==> src/rtl/uart_pkg.sv <==
// Shared UART definitions: data width, bit timing default and the transmit
// launch sequencer state encoding.
package uart_pkg;

  localparam int UART_DATA_W  = 8;
  localparam int CLKS_PER_BIT = 5208;

  typedef enum logic [1:0] {
    IDLE      = 2'd0,
    START     = 2'd1,
    WAIT_DONE = 2'd2
  } tx_state_e;

endpackage

==> src/rtl/uart_sync_fifo.sv <==
// Synchronous circular byte FIFO with wrap-bit pointers and a sticky overflow
// flag. The head entry is presented combinationally on rd_data.
module uart_sync_fifo
  import uart_pkg::*;
#(
  parameter int DEPTH  = 16,
  parameter int ADDR_W = 4
) (
  input  logic                   clk,
  input  logic                   rst_n,
  input  logic                   wr_en,
  input  logic [UART_DATA_W-1:0] wr_data,
  input  logic                   rd_en,
  output logic [UART_DATA_W-1:0] rd_data,
  output logic                   full,
  output logic                   empty,
  output logic [ADDR_W:0]        count,
  output logic                   overflow,
  input  logic                   clr_ovf
);

  logic [UART_DATA_W-1:0] mem [DEPTH];
  logic [ADDR_W:0]        wr_ptr;
  logic [ADDR_W:0]        rd_ptr;
  logic                   wr_ok;

  // Full blocks writes even when a pop lands on the same edge.
  assign wr_ok = wr_en && !full;

  assign full  = (wr_ptr[ADDR_W-1:0] == rd_ptr[ADDR_W-1:0]) &&
                 (wr_ptr[ADDR_W] != rd_ptr[ADDR_W]);
  assign empty = (wr_ptr == rd_ptr);
  assign count = wr_ptr - rd_ptr;

  assign rd_data = mem[rd_ptr[ADDR_W-1:0]];

  always_ff @(posedge clk) begin
    if (wr_ok) begin
      mem[wr_ptr[ADDR_W-1:0]] <= wr_data;
    end
  end

  always_ff @(posedge clk or negedge rst_n) begin
    if (!rst_n) begin
      wr_ptr   <= '0;
      rd_ptr   <= '0;
      overflow <= 1'b0;
    end else begin
      if (wr_ok) begin
        wr_ptr <= wr_ptr + 1'b1;
      end
      if (rd_en) begin
        rd_ptr <= rd_ptr + 1'b1;
      end
      // A rejected write on the same edge as a clear keeps the flag set.
      if (wr_en && full) begin
        overflow <= 1'b1;
      end else if (clr_ovf) begin
        overflow <= 1'b0;
      end
    end
  end

endmodule

==> src/rtl/uart_tx_fifo.sv <==
// Byte buffer and launch sequencer feeding the UART transmitter: queues host
// bytes and hands them over one frame at a time using tx_busy/tx_done pacing.
module uart_tx_fifo
  import uart_pkg::*;
#(
  parameter int DEPTH  = 16,
  parameter int ADDR_W = 4
) (
  input  logic                   clk,
  input  logic                   rst_n,
  input  logic                   wr_en,
  input  logic [UART_DATA_W-1:0] wr_data,
  output logic                   full,
  output logic                   empty,
  output logic [ADDR_W:0]        count,
  output logic                   overflow,
  input  logic                   clr_ovf,
  output logic                   tx_start,
  output logic [UART_DATA_W-1:0] tx_data,
  input  logic                   tx_busy,
  input  logic                   tx_done,
  output logic                   active
);

  tx_state_e              state;
  tx_state_e              state_nxt;
  logic                   pop;
  logic [UART_DATA_W-1:0] head;

  uart_sync_fifo #(
    .DEPTH  (DEPTH),
    .ADDR_W (ADDR_W)
  ) u_fifo (
    .clk      (clk),
    .rst_n    (rst_n),
    .wr_en    (wr_en),
    .wr_data  (wr_data),
    .rd_en    (pop),
    .rd_data  (head),
    .full     (full),
    .empty    (empty),
    .count    (count),
    .overflow (overflow),
    .clr_ovf  (clr_ovf)
  );

  always_ff @(posedge clk or negedge rst_n) begin
    if (!rst_n) begin
      state <= IDLE;
    end else begin
      state <= state_nxt;
    end
  end

  // tx_done outside WAIT_DONE is ignored, as is tx_busy inside it.
  always_comb begin
    state_nxt = state;
    pop       = 1'b0;
    case (state)
      IDLE: begin
        if (!empty && !tx_busy) begin
          pop       = 1'b1;
          state_nxt = START;
        end
      end
      START:     state_nxt = WAIT_DONE;
      WAIT_DONE: if (tx_done) state_nxt = IDLE;
      default:   state_nxt = IDLE;
    endcase
  end

  always_ff @(posedge clk or negedge rst_n) begin
    if (!rst_n) begin
      tx_data <= '0;
    end else if (pop) begin
      tx_data <= head;
    end
  end

  assign tx_start = (state == START);
  assign active   = (state != IDLE);

endmodule

==> config.mk <==
export PLATFORM = sky130hd
export DESIGN_NAME = uart_tx_fifo
export DESIGN_NICKNAME = d
export VERILOG_FILES = /design/src/rtl/uart_pkg.sv /design/src/rtl/uart_sync_fifo.sv /design/src/rtl/uart_tx_fifo.sv
export SDC_FILE = /design/constraint.sdc
export NUM_CORES = 1
export LEC_CHECK = 0
export CORE_ASPECT_RATIO = 1.5
export CORE_MARGIN = 10
export CORE_UTILIZATION = 53
export CTS_BUF_LIST = sky130_fd_sc_hd__clkbuf_16
export DETAILED_ROUTE_END_ITERATION = 6
export PLACE_DENSITY = 0.72
export SKIP_LAST_GASP = 1
export SLEW_MARGIN = 25
export SYNTH_ARGS = -nofsm -noshare
export SYNTH_HDL_FRONTEND = slang
export SYNTH_SLANG_ARGS = --single-unit
==> constraint.sdc <==
create_clock -name clk -period 3.9 [get_ports clk]
set_input_delay 0.39 -clock clk [delete_from_list [all_inputs] [get_ports clk]]
set_output_delay 0.39 -clock clk [all_outputs]
set_load 0.05 [all_outputs]
==> results of run 1 <==
## final cells by class
class / instances / share of cell area [%]
Multi-Input combinational cell: 138 / 21.68
Clock buffer: 18 / 6.383
Inverter: 9 / 0.4787
Clock inverter: 14 / 1.631
Sequential cell: 149 / 61.93
Timing Repair Buffer: 40 / 5.284
Tap cell: 147 / 2.606
## registers in the layout, summed over array words and instances, names as in the netlist
name,flops
u_fifo.wr_ptr,5
u_fifo.rd_ptr,5
u_fifo.overflow,1
tx_data,8
state,2
u_fifo.mem,128
## final timing paths
check / startpoint / end / slack, ns / depth (start not counted)
worst max-delay path: u_fifo.wr_ptr[0] / count[2] / 0.92 / 6
worst max register to register: u_fifo.rd_ptr[3] / u_fifo.mem[11][0] / 1.07 / 6
worst min-delay path: rst_n / tx_data[0] / 0.47 / 2
min in group clk: u_fifo.wr_ptr[4] / u_fifo.wr_ptr[4] / 0.53 / 1
worst min register to register: u_fifo.wr_ptr[4] / u_fifo.wr_ptr[4] / 0.53 / 1
max in group asynchronous: rst_n / u_fifo.rd_ptr[0] / 3.08 / 2
## critical path, cell delays in order (launching register included)
cell and delay [ns]:
dfrtp_1 0.42, inv_1 0.15, ha_1 0.16, inv_1 0.05
fa_1 0.41, xor2_1 0.16, clkdlybuf4s50_1 0.83
## power by group through the flow
stage / Clock, mW / Sequential [mW] / Combinational, mW
finish: 1.51 / 2.11 / 2.29
detailed placement: 0 / 2.15 / 2.31
floorplan: 0 / 2.24 / 1.53
CTS: 1.53 / 2.12 / 2.32
global route: 1.63 / 2.14 / 2.44
global placement: 0 / 2.13 / 2.28
## metal layers
layer / GRT usage (%) / up-vias / wire length, um
met4: 6.590 / 0 / 199
met5: 0 / - / 0
li1: - / 1350 / -
met3: 4.750 / 13 / 612
met1: 17.48 / 1603 / 4577
met2: 28.24 / 112 / 6512
## cell families after synthesis
logic type | Yosys count | share of synthesized area, %
buffers and inverters | 21 | 1.791
and+or+nand+nor | 40 | 3.062
AOI/OAI and AO/OA | 35 | 3.562
xor gates and xnor gates | 13 | 1.895
adders and majority gates | 10 | 2.208
muxes | 40 | 14.75
DFF | 149 | 72.73
## repair_timing
item                                   in CTS  in global routing
setup endpoints to repair                   0                  0
endpoints found under the hold margin       0                 21
hold buffers                                0                  1
## per-stage QoR
stage	hold WS, ns	power [mW]
after floorplan	0.09441	3.773
after global placement	0.5148	4.410
after detailed placement	0.5285	4.453
after CTS	0.5375	5.973
after global routing	0.4958	6.205
final	0.4657	5.919
## cells in the final DEF (no fill, tap or decap)
cell type	netlist	layout
dfrtp_1	21	20
xnor2_1	10	10
a21oi_1	10	10
xor2_1	3	3
mux2_2	8	8
inv_2	1	1
nand4_1	5	5
a21boi_1	1	1
inv_1	8	8
nor3_1	5	5
dlygate4sd3_1	0	1
clkdlybuf4s50_1	0	29
a21boi_2	1	1
mux4_1	20	20
fa_1	1	1
or2_2	1	1
mux4_2	12	12
clkbuf_16	0	18
nor2_1	14	14
nor2b_1	1	1
clkinv_4	0	4
and4_1	1	1
clkinv_2	0	1
buf_2	2	1
a21o_1	3	3
o22ai_1	16	16
edfxtp_1	128	128
o211ai_1	1	1
nand2_1	11	11
nand2b_1	2	2
inv_6	0	6
clkinvlp_4	0	3
buf_4	1	9
ha_1	9	9
o21ai_0	3	3
dfrtp_2	0	1
==> key figures, run 1 <==
Power
  – Leakage: ~2.4 nW
  – Max rail drop VDD: about 0.00038 V
  – Clock Power Share: around a quarter
  – Share of power burned in registers: between 30% and 40%
  – Comb power frac: around two fifths
  – Internal: 3.732 mW
  – PD cells: about 840 mW/mm^2
  – Psw: between 2 and 2.5 mW
  – Sw Ratio: 36.94%

Timing
  – Final Hold Viols: 0
  – Final WS setup: 0.9175 ns
  – RSZ-0062 raised after global routing: false
  – FMAX: approximately 340 MHz
  – Relative slew slack: 42.60%
  – Final Max Slew Viols: 0
  – Setup TNS: 0 ns
  – Final cycle utilization of the critical path: between 70% and 80%
  – Worst-Margin Slew: 0.8578 ns
  – # setup viols final: 0
  – Minimum clock period: just under 3 ns
  – Clock Skew: 0.005315 ns

Route
  – Wire per inst: ~23 um
  – Post-DRT Antenna Nets: 0
  – Drt drc: 0
  – Total routed wirelength: ~12000 um
  – Initial DRT Pass Iterations: 4
  – Vias per cell: roughly 6.0
  – Via count: between 3000 and 4000
  – DRT iter0 DRCs: around 220

Clock tree
  – Clock root cell: clkbuf_16
  – Total clock buffers created by CTS: 17
  – Longest Clk Path Bufs: 2
  – Clk pin slew, worst setup/hold paths: about 0.060 ns
  – CTS tree: yes
  – Post-CTS setup buffer count: 0
  – Post-cts sizing count: 0
  – Skew-Pair Late Insertion Delay: 0.41 ns
  – Clock Sinks: ~150
  – H-tree Lvls: 4

Die
  – I/O Pins: 32
  – Die Wd: between 100 and 150 um
  – Row cnt: 47
  – Core box area: about 0.011 sq mm
  – Initial Util: a little over half
  – Die area: about 0.016 sq mm
  – Die Ht: approximately 150 um

Worst setup path
  – Critical Path AT: around 2.6 ns
  – CP required: around 3.5 ns
  – Worst setup SP type: flip-flop
  – Critical path type: reg -> out
  – Critical Path End Type: output pin
  – CP max FO: 4

Cells and area
  – Multi-input logic area: around 0.0015 sq mm
  – Post-Layout Cell Count: approximately 500
  – Layout fillers: between 700 and 800
  – Ant. Diodes: 0
  – Final #Nets: approximately 380
  – Reg area: 0.004370 sq mm
  – Final Cell Area: roughly 0.007 sq mm
  – Final core utilization: between 60% and 70%
  – Layout cells sized above 1: between 15 and 20%
  – P&R area growth vs syn: 17.48%

Place
  – Post-Place Cells: 482
  – Placed cell areas: approximately 0.0065 sq mm
  – Dpl ws: 1.073 ns
  – GP Congestion: between 0.8 and 0.9
  – Port bufs: 31
  – Post-DP HPWL: roughly 8000 um

Synth
  – Flops & latches, synth: about 150
  – Avg Inst Size Synth: a little under 20 sq um
  – Sequential area share after synthesis: about 73%
  – YS warnings: 0
  – Synth cell types: 31
  – Syn nets: between 300 and 400
  – Most instantiated library cell after synthesis: edfxtp_1
  – Post-synth top area cell: edfxtp_1
  – Main area contributors after synthesis: edfxtp_1 (64%), dfrtp_1 (8.7%), mux4_1 (8.7%), mux4_2 (4.5%), ha_1 (1.9%)
  – Post-synth top flop: edfxtp_1
  – EDFF count, synth: about 130
  – Synth top area share: around 64%
  – Top cells by count, synth: edfxtp_1 (128), dfrtp_1 (21), mux4_1 (20), o22ai_1 (16), nor2_1 (14)
  – Async set-reset flop share out of synthesis: 14.09%
  – Post-Syn Area: between 0.006 and 0.007 sq mm
  – Post-Synthesis Cells: ~310

Hold path
  – Worst hold path type: in -> async

Global route
  – Gr usage total: 15.98%
  – Number of global-route vias before repair: 3150
  – First-pass GRT wire length: approximately 19000 um
  – GR Overflow Total: 0
  – Initial antenna violation count: 0
  – Largest net degree at the start of global routing: 36

Run status
  – Run status: finished clean

Run
  – Max-cap violations: 0
(Power assumes the default switching activity.)
==> run 2: changes to the inputs <==
--- a/config.mk
+++ b/config.mk
@@ -10,7 +10,7 @@
 export CORE_UTILIZATION = 53
 export CTS_BUF_LIST = sky130_fd_sc_hd__clkbuf_16
 export DETAILED_ROUTE_END_ITERATION = 6
-export PLACE_DENSITY = 0.72
+export PLACE_DENSITY = 0.75
 export SKIP_LAST_GASP = 1
 export SLEW_MARGIN = 25
 export SYNTH_ARGS = -nofsm -noshare
==> constraint.sdc (replaced) <==
create_clock -name clk -period 2.7 [get_ports clk]
set_input_delay 0.27 -clock clk [delete_from_list [all_inputs] [get_ports clk]]
set_output_delay 0.27 -clock clk [all_outputs]
set_load 0.05 [all_outputs]
==> run 2 against run 1 <==
  * Total power up 53%
  * Setup slack worse by 0.76 ns
  * Hold slack worse by 0.21 ns
  * Critical path type unchanged
  * Register-to-register slack worse by 0.78 ns
  * Final area up 2.5%
  * Clock power up 51%
  * Die area unchanged
  * Critical path depth up 2
  * Core utilization up 1.6 points
==> key figures, run 2 (synthesis gave the netlist of run 1 again) <==
Global route
  – Largest net degree at the start of global routing: 36 (unchanged)
  – Number of global-route vias before repair: 3220 (+2.2%)
  – First-pass GRT wire length: 19110 um (+2.3%)
  – Gr usage total: 16.14% (+0.15 points)
  – Initial antenna violation count: 0 (unchanged)
  – GR Overflow Total: 0 (unchanged)

Clock tree
  – Clock Sinks: 149 (unchanged)
  – Clock root cell: clkbuf_16
  – Post-CTS setup buffer count: 0 (unchanged)
  – Longest Clk Path Bufs: 2 (unchanged)
  – Hold buffer count at cts: 0 (unchanged)
  – Clk pin slew, worst setup/hold paths: 0.06 ns (about the same)
  – CTS tree: yes
  – Total clock buffers created by CTS: 17 (unchanged)
  – Post-cts sizing count: 0 (unchanged)
  – H-tree Lvls: 4 (unchanged)
  – Skew-Pair Late Insertion Delay: 0.42 ns (about the same)

Die
  – Die Ht: 150.4 um (unchanged)
  – Die area: 0.01608 sq mm (unchanged)
  – I/O Pins: 32 (unchanged)
  – Die Wd: 106.9 um (unchanged)
  – Core box area: 0.01106 sq mm (unchanged)
  – Row cnt: 47 (unchanged)
  – Initial Util: 54.33% (unchanged)

Place
  – Dpl ws: 0.3524 ns (-0.7206 ns)
  – Placed cell areas: 0.006651 sq mm (+2.5%)
  – Port bufs: 31 (unchanged)
  – Post-DP HPWL: 8304 um (+2.4%)
  – Post-Place Cells: 494 (+2.5%)
  – GP Congestion: 0.8131 (+1.2%)

Worst setup path
  – CP Cell Sequence: inv_2 > ha_1 > inv_1 > fa_1 > a21o_1 > a21oi_2 > xnor2_1 > buf_12
  – Crit-path slowest cell: dfrtp_1
  – Critical Path End Type: output pin
  – Critical path type: reg -> out
  – CP required: 2.43 ns (-1.08 ns)
  – Critical Path AT: 2.28 ns (-0.31 ns)
  – Worst Path Buf+Inv: 3 (unchanged)
  – CP max FO: 4 (unchanged)
  – Crit-path max cell delay: 0.43 ns (-0.40 ns)
  – CP top delay family: adder cells
  – Worst setup SP type: flip-flop

Power
  – PD cells: 1250 mW/mm^2 (+49%)
  – Max rail drop VDD: 0.0006809 V (+80%)
  – Leakage: 2.530 nW (+3.8%)
  – Total Power: 9.043 mW (+53%)

Cells and area
  – Max FFs per register: 128 (unchanged)
  – Ant. Diodes: 0 (unchanged)
  – Final Cell Area: 0.007236 sq mm (+2.5%)
  – Most common cell after layout, fill and taps aside: edfxtp_1
  – P&R area growth vs syn: 20.45%
  – Most frequent cells in the layout: edfxtp_1 (128), clkdlybuf4s50_1 (24), buf_4 (21)
  – Final core utilization: 65.45% (+1.6 points)
  – Layout cells sized above 1: 22.96% (+5.0 points)
  – Post-Layout Cell Count: 526 (+2.1%)
  – Final #Nets: 390 (+2.9%)

Timing
  – Final WS setup: 0.1536 ns (-0.7639 ns)
  – # setup viols final: 0 (unchanged)
  – FMAX: 392.7 MHz
  – Worst-Margin Slew: 0.7522 ns (-0.1056 ns)
  – Final Max Slew Viols: 0 (unchanged)
  – Final cycle utilization of the critical path: 94.31%
  – Final Hold Viols: 0 (unchanged)
  – Hold_ws: 0.2567 ns (-0.2090 ns)
  – RSZ-0062 raised after global routing: false
  – Relative slew slack: 49.63% (+7.0 points)
  – Clock Skew: 0.009605 ns (+0.004290 ns)
  – Setup TNS: 0 ns (unchanged)
  – Minimum clock period: around 2.5 ns

Route
  – Drt drc: 0 (unchanged)
  – Wire per inst: 22.82 um (-1.2%)
  – Total routed wirelength: 12010 um (+0.87%)
  – Via count: 3019 (-1.9%)
  – Vias per cell: 5.740 (-4.0%)
  – Initial DRT Pass Iterations: 5 (+1)
  – DRT iter0 DRCs: 203 (-8.1%)
  – Post-DRT Antenna Nets: 0 (unchanged)

Run status
  – Run status: finished clean

Run
  – Max-cap violations: 0 (unchanged)

Hold path
  – Worst hold path type: in -> async
==> run 2: cell types whose count changed in the layout (fill, tap and decap cells not counted), moves of 2 or more <==
cell / change
buf_12: +6
buf_4: +12
bufinv_16: +2
clkdlybuf4s50_1: -5
clkinv_1: +2
inv_6: -3
nor2_1: -2
nor2_2: +2
nor3_1: -2
nor3_2: +2
==> run 2: power breakdown <==
group          internal (mW)  leakage (nW)  total (mW)  switching, mW
Combinational           1.59         0.856        3.75           2.16
Sequential              2.86          1.40        3.02          0.163
Clock                   1.36         0.271        2.28          0.915
==> run 2: per-layer routing <==
layer,GRT usage [%],routed length [um],part of all wire (%)
met5,0,0,0
met4,6.997,201,1.7
met3,3.979,492,4.1
met2,28.79,6733,56
met1,17.78,4577,38
==> run 2: final cells by class <==
type,count,area (sq um)
clock buffers,17,425.4
clock inverters,15,155.1
fillers,745,3820
inverters,9,33.78
multi-input cells,138,1549
flip-flops and latches,149,4370
well taps,147,183.9
repair buffers,51,518.0
==> run 2: path summary, 6_finish.rpt <==
kind / from / endpoint / slack [ns] / cells past startpoint
setup / recovery: u_fifo.wr_ptr[0] / count[4] / 0.15 / 8
hold / removal: rst_n / u_fifo.overflow / 0.26 / 1
setup reg to reg: u_fifo.rd_ptr[3] / u_fifo.mem[0][2] / 0.29 / 8
hold reg to reg: state[1] / state[1] / 0.53 / 1
max in group asynchronous: rst_n / tx_data[0] / 1.89 / 2
min in group clk: wr_en / u_fifo.overflow / 0.49 / 3
